==> src/rtl/udp_rx_sched.sv <==
// udp_rx_sched: per-datagram controller for the UDP receive path.
// Qualifies each datagram announced by the MAC receive buffer (enable,
// destination port, length limits, FIFOC free space), runs the fs/fd
// handshake of the MAC-to-FIFOC byte mover for accepted datagrams, releases
// the MAC buffer after every datagram and keeps ok/drop/timeout statistics.
//
// Ports:
//   clk, rst        system clock, synchronous active-high reset
//   udp_rx_done     1-cycle pulse, datagram available (len/dport valid with it)
//   udp_rx_len      UDP length including the 8-byte header
//   udp_rx_dport    UDP destination port
//   cfg_en/cfg_port receive enable and accepted destination port
//   fifoc_free      free bytes in the FIFOC
//   mover_fs/fd     byte mover start (level) / done (level)
//   udp_rx_release  1-cycle pulse, MAC buffer may be reused
//   busy            high whenever the controller is not idle
//   pkt_ok_cnt      datagrams moved (saturating)
//   pkt_drop_cnt    datagrams dropped (saturating)
//   err_timeout     sticky, a mover timeout occurred
//   clr_stat        clears all statistics, wins over same-cycle updates
module udp_rx_sched #(
    parameter int MAX_PAYLOAD = 1024,
    parameter int TIMEOUT     = 4096
) (
    input  logic        clk,
    input  logic        rst,
    input  logic        udp_rx_done,
    input  logic [15:0] udp_rx_len,
    input  logic [15:0] udp_rx_dport,
    input  logic        cfg_en,
    input  logic [15:0] cfg_port,
    input  logic [11:0] fifoc_free,
    output logic        mover_fs,
    input  logic        mover_fd,
    output logic        udp_rx_release,
    output logic        busy,
    output logic [15:0] pkt_ok_cnt,
    output logic [15:0] pkt_drop_cnt,
    output logic        err_timeout,
    input  logic        clr_stat
);

    localparam logic [15:0] MAX_PAY  = 16'(MAX_PAYLOAD);
    localparam logic [15:0] TMO_LAST = 16'(TIMEOUT - 1);

    typedef enum logic [2:0] {
        S_IDLE      = 3'd0,
        S_CHECK     = 3'd1,
        S_WAITSPACE = 3'd2,
        S_WAIT_FD   = 3'd3,
        S_FINISH    = 3'd4,
        S_RELEASE   = 3'd5
    } state_t;

    state_t      state_q;
    logic [15:0] len_q;
    logic [15:0] dport_q;
    logic [15:0] pay_q;
    logic [15:0] tmo_q;
    logic        ok_q;
    logic        fs_q;
    logic        rel_q;
    logic        busy_q;
    logic [15:0] ok_cnt_q;
    logic [15:0] drop_cnt_q;
    logic        tmo_err_q;

    logic [15:0] pay_s;
    logic        filt_drop_s;
    logic        space_ok_s;
    logic        tmo_last_s;
    logic        ok_inc_s;
    logic [1:0]  drop_inc_s;
    logic        tmo_set_s;
    logic [15:0] ok_cnt_d;
    logic [15:0] drop_cnt_d;

    // Counter increment of 0..2 that sticks at 0xFFFF.
    function automatic logic [15:0] sat_add(input logic [15:0] a, input logic [1:0] inc);
        logic [16:0] sum;
        sum = {1'b0, a} + {15'd0, inc};
        sat_add = sum[16] ? 16'hFFFF : sum[15:0];
    endfunction

    // Datagram qualification, space and timeout conditions, statistic updates.
    always_comb begin
        pay_s       = len_q - 16'd8;
        filt_drop_s = !cfg_en || (dport_q != cfg_port) || (len_q < 16'd9) || (pay_s > MAX_PAY);
        space_ok_s  = ({4'd0, fifoc_free} >= pay_q);
        tmo_last_s  = (tmo_q == TMO_LAST);
        ok_inc_s    = (state_q == S_RELEASE) && ok_q;
        // A RELEASE drop and an ignored done in the same cycle count twice.
        drop_inc_s  = {1'b0, (state_q == S_RELEASE) && !ok_q}
                    + {1'b0, udp_rx_done && (state_q != S_IDLE)};
        tmo_set_s   = (state_q == S_WAIT_FD) && !mover_fd && tmo_last_s;
        ok_cnt_d    = sat_add(ok_cnt_q, {1'b0, ok_inc_s});
        drop_cnt_d  = sat_add(drop_cnt_q, drop_inc_s);
    end

    // Datagram FSM with registered handshake, release and busy outputs.
    always_ff @(posedge clk) begin
        if (rst) begin
            state_q <= S_IDLE;
            len_q   <= 16'd0;
            dport_q <= 16'd0;
            pay_q   <= 16'd0;
            tmo_q   <= 16'd0;
            ok_q    <= 1'b0;
            fs_q    <= 1'b0;
            rel_q   <= 1'b0;
            busy_q  <= 1'b0;
        end else begin
            rel_q <= 1'b0;
            case (state_q)
                S_IDLE: begin
                    tmo_q <= 16'd0;
                    if (udp_rx_done) begin
                        len_q   <= udp_rx_len;
                        dport_q <= udp_rx_dport;
                        busy_q  <= 1'b1;
                        state_q <= S_CHECK;
                    end else begin
                        busy_q <= 1'b0;
                    end
                end
                S_CHECK: begin
                    pay_q <= pay_s;
                    tmo_q <= 16'd0;
                    if (filt_drop_s) begin
                        ok_q    <= 1'b0;
                        rel_q   <= 1'b1;
                        state_q <= S_RELEASE;
                    end else begin
                        state_q <= S_WAITSPACE;
                    end
                end
                S_WAITSPACE: begin
                    if (space_ok_s) begin
                        tmo_q   <= 16'd0;
                        fs_q    <= 1'b1;
                        state_q <= S_WAIT_FD;
                    end else if (tmo_last_s) begin
                        tmo_q   <= 16'd0;
                        ok_q    <= 1'b0;
                        rel_q   <= 1'b1;
                        state_q <= S_RELEASE;
                    end else begin
                        tmo_q <= tmo_q + 16'd1;
                    end
                end
                S_WAIT_FD: begin
                    if (mover_fd) begin
                        tmo_q   <= 16'd0;
                        fs_q    <= 1'b0;
                        ok_q    <= 1'b1;
                        state_q <= S_FINISH;
                    end else if (tmo_last_s) begin
                        tmo_q   <= 16'd0;
                        fs_q    <= 1'b0;
                        ok_q    <= 1'b0;
                        state_q <= S_FINISH;
                    end else begin
                        tmo_q <= tmo_q + 16'd1;
                    end
                end
                S_FINISH: begin
                    tmo_q <= 16'd0;
                    // The mover must drop fd before the buffer is handed back.
                    if (!mover_fd) begin
                        rel_q   <= 1'b1;
                        state_q <= S_RELEASE;
                    end else begin
                        state_q <= S_FINISH;
                    end
                end
                S_RELEASE: begin
                    tmo_q   <= 16'd0;
                    busy_q  <= 1'b0;
                    state_q <= S_IDLE;
                end
                default: begin
                    tmo_q   <= 16'd0;
                    fs_q    <= 1'b0;
                    busy_q  <= 1'b0;
                    state_q <= S_IDLE;
                end
            endcase
        end
    end

    // Statistics: saturating counters and sticky timeout, clr_stat has priority.
    always_ff @(posedge clk) begin
        if (rst || clr_stat) begin
            ok_cnt_q   <= 16'd0;
            drop_cnt_q <= 16'd0;
            tmo_err_q  <= 1'b0;
        end else begin
            ok_cnt_q   <= ok_cnt_d;
            drop_cnt_q <= drop_cnt_d;
            tmo_err_q  <= tmo_err_q | tmo_set_s;
        end
    end

    assign mover_fs       = fs_q;
    assign udp_rx_release = rel_q;
    assign busy           = busy_q;
    assign pkt_ok_cnt     = ok_cnt_q;
    assign pkt_drop_cnt   = drop_cnt_q;
    assign err_timeout    = tmo_err_q;

endmodule

==> config.mk <==
export PLATFORM = sky130hd
export DESIGN_NAME = udp_rx_sched
export DESIGN_NICKNAME = d
export VERILOG_FILES = /design/src/rtl/udp_rx_sched.sv
export SDC_FILE = /design/constraint.sdc
export NUM_CORES = 1
export LEC_CHECK = 0
export CAP_MARGIN = 25
export CELL_PAD_IN_SITES_DETAIL_PLACEMENT = 1
export CELL_PAD_IN_SITES_GLOBAL_PLACEMENT = 1
export CORE_UTILIZATION = 34
export DETAILED_ROUTE_END_ITERATION = 10
export PLACE_DENSITY_LB_ADDON = 0.1
export SYNTH_ARGS = -nofsm -noshare
export SYNTH_HDL_FRONTEND = slang
export SYNTH_SLANG_ARGS = --single-unit
==> constraint.sdc <==
create_clock -name clk -period 2.52 [get_ports clk]
set_input_delay 0.378 -clock clk [delete_from_list [all_inputs] [get_ports clk]]
set_output_delay 0.378 -clock clk [all_outputs]
set_load 0.02 [all_outputs]
# --- After elaboration in Yosys (flattened, before gate mapping) ---
# Cells that the tools add are included.
totals:
  ff_bits: 104
  inputBits: 66
classes:
  addsub: 5
  n_lt_le_gt_ge: 3
  eq_ne: 13
  muxes: 30
  bitwise: 2
  n_reduce_logical: 21
ops:
  columns: ["op", "n"]
  rows:
  - ["$mux W16", 5]
  - ["$pmux W16 S2", 1]
  - ["$mux W3", 6]
  - ["$add A16 B1 Y17", 1]
  - ["$add A16 B2 Y17", 1]
  - ["$add A16 B1 Y16 const B", 1]
  - ["$eq A16 B12 Y1 const B", 1]
  - ["$ge A12 B16 Y1", 1]
  - ["$gt A16 B11 Y1 const B", 1]
  - ["$lt A16 B4 Y1 const B", 1]
  - ["$ne A16 B16 Y1", 1]
  - ["$sub A16 B4 Y16 const B", 1]
  - ["$pmux W3 S5", 1]
  - ["$mux W1", 13]
  - ["$pmux W1 S3", 3]
  - ["$reduce_and A3 Y1", 3]
  - ["$ne A2 B2 Y1 const B", 4]
  - ["$reduce_or A4 Y1", 2]
  - ["$eq A3 B2 Y1 const B", 2]
  - ["$eq A3 B3 Y1 const B", 2]
  - ["$ne A3 B3 Y1 const B", 2]
  - ["$reduce_bool A3 Y1", 2]
  - ["$logic_and A1 B1 Y1", 5]
  - ["$logic_or A1 B1 Y1", 4]
  - ["8 further kinds", 10]

# --- Longest topological paths before layout ---
depth:
  word_depth: 6
  depth_mapped: 12
  mapped_depth_nobuf: 11

# --- Worst setup path after synthesis ---
# No wires, ideal clock.
synth_timing:
  path_kind: "register to register"
  start: "reg state_q[1]"
  end: "reg drop_cnt_q[3] (netlist: pkt_drop_cnt[3])"
  setup_time_ps: 70
  t_arrival_ps: 2376
  t_required_ps: 2450
  path_slack_ps: 74
  path_stages_with_launch: 12
  n_path_buf: 2
  cell_sequence: "dfxtp_1 buf_4 nor2b_1 nand3b_1 fa_1 inv_1 ha_1 nand3_1 nor3_1 nand4_1 clkbuf_1 a21oi_1"
synth_via:
  elab_chain_cells: 5
synth_rtl:
  columns: ["item", "line", "source"]
  rows:
  - ["from (decl)", "55", "state_t state_q;"]
  - ["from (signal assigned)", "103", "state_q <= S_IDLE;"]
  - ["from (signal assigned)", "121", "state_q <= S_CHECK;"]
  - ["from (signal assigned)", "132", "state_q <= S_RELEASE;"]
  - ["$eq A3 B3 Y1 / $reduce_bool A3 Y1 (equally long branches)", "93, 94", null]
  - ["$logic_and A1 B1 Y1 (on tied branches)", "93, 94", null]
  - ["$add A1 B1 Y2 (*)", "94", "+ {1'b0, udp_rx_done && (state_q != S_IDLE)};"]
  - ["$add A16 B2 Y17 (*)", "81", "sum = {1'b0, a} + {15'd0, inc};"]
  - ["$mux W16 (*)", "82", "sat_add = sum[16] ? 16'hFFFF : sum[15:0];"]
  - ["to (signal assigned)", "199", "drop_cnt_q <= drop_cnt_d;"]
  - ["to (decl)", "65", "logic [15:0] drop_cnt_q;"]
# Every way passes the cells marked *; elsewhere a longest branch is shown, timed or not.
# A chain may end at the register's enable or synchronous reset.

# --- Worst setup path in the final report ---
layout_timing:
  start: "reg pay_q[0]"
  end: "reg rel_q (netlist: udp_rx_release)"
layout_via:
  elab_chain_cells: 3
layout_rtl:
  columns: ["item", "line", "source"]
  rows:
  - ["from (decl)", "58", "logic [15:0] pay_q;"]
  - ["from (signal assigned)", "127", "pay_q <= pay_s;"]
  - ["$ge A12 B16 Y1", "89", "space_ok_s = ({4'd0, fifoc_free} >= pay_q);"]
  - ["$mux W1", "138", "if (space_ok_s) begin"]
  - ["$pmux W1 S3", "114", "case (state_q)"]
  - ["to (signal assigned)", "110", "rel_q <= 1'b0;"]
  - ["to (signal assigned)", "113", "rel_q <= 1'b0;"]
  - ["to (signal assigned)", "145", "rel_q <= 1'b1;"]
  - ["to (decl)", "62", "logic rel_q;"]
# No other way between the ends.

==> flow_metrics.py <==
metrics = {
    "synth": {
        "synth-async-reset-ratio": 0,
        "ys_seq_area_frac": 0.411,
        "synthDistinctLibCells": 52,
        "synth_nets": 695,
        "yosys.area.top_type": "dfxtp_1",
        "synth.ff_latch_count": 104,
        "ys_warn_count": 0,
        "ys_top_cells_by_count": "dfxtp_1 (104), nand2_1 (88), a21oi_1 (70)",
        "yosysMostFrequentCell": "dfxtp_1",
        "synth.top_cell.area_share": 0.411,
        "synth_top_flop_cell": "dfxtp_1",
        "synth.area.top_cells": "dfxtp_1 (41%), a21oi_1 (6.9%), nand2_1 (6.5%)",
        "avgSynthCellArea_um2": 8.29,
        "syn-cell-area_mm2": 0.00506,
        "synth_edf_count": 0,
        "synthCells": 611,
    },
    "clocking": {
        "cts_root_buffer": "clkbuf_16",
        "clock_latency_ns": 0.35,
        "numCtsBuffers": 9,
        "cts_tree": "yes",
        "cts.clk_slew.worst_paths_ns": 0.07,
        "cts_sinks": 104,
        "clock_path_buffers": 2,
        "htreeDepth": 3,
        "ctsHoldBuffers": 0,
    },
    "sta": {
        "min_period_ns": 2.41,
        "period_share": 0.956,
        "finClkSkew_ns": 0.00777,
        "worst_pin_slew_ns": 0.652,
        "drv_slew": 0,
        "fmax_ghz": 0.415,
        "maxSlewHeadroom": 0.565,
        "setup_viol": 0,
        "hold_viol_final": 0,
        "setup_ws_ns": 0.111,
    },
    "power_and_ir_drop": {
        "combPwrFrac": 0.191,
        "power.density_mw_per_mm2": 569,
        "switching_power_mw": 1.04,
        "seq_power_share": 0.460,
        "ir_drop_mv": 0.357,
        "switching_share": 0.271,
        "p_int_mw": 2.82,
        "clockPowerShare": 0.348,
        "static-leakage-power_nw": 2.46,
    },
    "placement": {
        "place_congestion": 0.790,
        "hpwl_um": 9950,
        "pre_cts_slack_ns": -0.390,
        "port_buffers": 101,
        "place_area_mm2": 0.00638,
    },
    "layout": {
        "multiInputGateArea_mm2": 0.00281,
        "register_area_mm2": 0.00208,
        "layout-drive-gt1-share": 0.116,
        "nets": 809,
        "design_area_mm2": 0.00678,
        "fillers": 1732,
        "syn_to_final_growth_pct": 33.9,
        "antennaDiodeCount": 0,
    },
    "route": {
        "detail_route.iter0.violations": 89,
        "firstDrtPassIters": 5,
        "vias": 4568,
        "vias_per_cell": 5.00,
        "drc_errors": 0,
        "wl_per_cell_um": 14.4,
        "final_antenna_net_count": 0,
        "routed_wl_um": 13200,
    },
    "die": {
        "initial_core_util": 0.348,
        "std_cell_rows": 44,
        "ios": 102,
        "die_x_um": 124,
        "die_area_mm2": 0.0154,
        "core_region_area_mm2": 0.0145,
        "die_h_um": 124,
    },
    "setup_path": {
        "crit_type": "register to register",
        "path_cells": "ha_4 > nand2b_4 > a21o_1 > a211oi_2 > or4_4 > buf_4 > a221oi_2 > buf_4 > nor4_1 > o311a_1",
        "cp.required_ns": 2.75,
        "max_stage_delay_ns": 0.55,
        "worst_path_max_delay_cell": "or4_4",
        "crit_buf_inv": 2,
        "startpoint_type": "register",
        "rrSetupSlack_ns": 0.11,
        "path_max_fanout": 2,
        "r2r_end": "udp_rx_release",
        "reg2reg_from": "pay_q[0]",
        "path_delay_family": "simple AND/OR/NAND/NOR gates",
        "critPathCaptureType": "register",
        "worst_path_most_repeated_cell": "buf_4",
        "r2r_cells": 10,
        "critical_path_arrival_ns": 2.64,
    },
    "global_routing": {
        "overflow": 0,
        "antenna_found_initial": 0,
        "grt_pass1_vias": 4511,
        "track_usage": 0.176,
        "grt_pass1_wl_um": 21200,
        "grt_max_degree": 34,
    },
    "flow_run": {
        "cap_violations": 0,
    },
    "worst_hold_path": {
        "hp-class": "register to register",
        "hp-start": "dport_q[7]",
        "whs_path_depth": 2,
        "worstHoldEndpoint": "dport_q[7]",
    },
    "outcome": {
        "status": "complete, no violations",
    },
}
[flip-flops by register name, indices dropped and copies added (netlist names)]
register and cells:
err_timeout 1, pay_q 16, len_q 16, pkt_drop_cnt 16, busy 1, state_q 3
dport_q 16, ok_q 1, mover_fs 1, udp_rx_release 1, pkt_ok_cnt 16, tmo_q 16
[logic make-up (layout without fill, tap and decap cells)]
group	after synthesis	count (layout)	synth area share
buf+inv	56	175	0.0504
simple gates	251	251	0.238
mux	6	6	0.0126
compound gates	114	114	0.135
fa+ha+maj	18	18	0.0460
flops	104	104	0.411
xor+xnor	62	62	0.107
[power groups by stage]
stage / Combinational, mW / Clock [mW] / Sequential, mW
after floorplan: 0.449 / 0 / 1.81
after global placement: 0.701 / 0 / 1.81
after detailed placement: 0.723 / 0 / 1.82
after CTS: 0.727 / 1.39 / 1.78
after global routing: 0.824 / 1.45 / 1.79
final: 0.739 / 1.34 / 1.78
[cells in the final DEF (no fill, tap or decap), drive strengths merged, types with 3 or more instances in the layout]
master           n
and4b            3
nand2b           4
nor3b            5
o21ai            6
a211oi          13
nor2b            4
or2              3
nand3           26
nor2            65
mux2             3
nor4             7
nand4           12
clkdlybuf4s50   98
a21oi           70
buf             36
or4              6
ha              17
clkbuf          13
a31oi           10
nor3            12
nand2           88
mux2i            3
inv             22
and3             9
xor2            33
xnor2           29
dfxtp          104
o31ai            3
[worst max path at each step]
stage,startpoint,endpoint,slack (ns),cells past startpoint
2_1_floorplan,state_q[1],pkt_drop_cnt[3],0.07,11
3_3_place_gp,fifoc_free[0],tmo_q[5],-0.31,11
3_5_place_dp,fifoc_free[0],tmo_q[4],-0.39,11
4_1_cts,fifoc_free[0],tmo_q[4],0.02,11
5_1_grt,state_q[0],pkt_drop_cnt[13],-0.01,10
6_report,pay_q[0],udp_rx_release,0.11,10
[worst min-delay path, cell delays in order (launching register included)]
cell	delay (ns)
dfxtp_1	0.32
nand2_1	0.05
a21oi_1	0.05
[repair_timing]
item                       in CTS  in global routing
setup endpoints to repair       9                 43
gates cloned                    0                  1
resized for setup               2                 20
pin swaps                       0                  6
setup buffers                   0                  1
[per-layer routing]
metal | wire [um] | up-vias | GRT usage
li1 | - | 2323 | -
met1 | 5840 | 2147 | 0.204
met2 | 6740 | 90 | 0.323
met3 | 478 | 8 | 0.0389
met4 | 130 | 0 | 0.0499
met5 | 0 | - | 0
[stage by stage]
step	power, mW	cells	TNS (ns)	hold WS, ns	utilization
after global routing	4.06	914	-0.0240	0.491	0.466
after detailed placement	2.54	896	-10.38	0.461	0.439
after CTS	3.90	912	0	0.471	0.459
after global placement	2.51	896	-8.49	0.455	0.439
final	3.86	914	0	0.471	0.466
after floorplan	2.26	611	0	0.448	-
[cell type report]
class | instances | share of cell area
Clock inverter | 4 | 0.00425
Multi-Input combinational cell | 451 | 0.415
Clock buffer | 12 | 0.0378
Sequential cell | 104 | 0.307
Timing Repair Buffer | 137 | 0.190
Inverter | 22 | 0.0122
Tap cell | 184 | 0.0340
No activity file was read; power rests on OpenSTA's default activity.
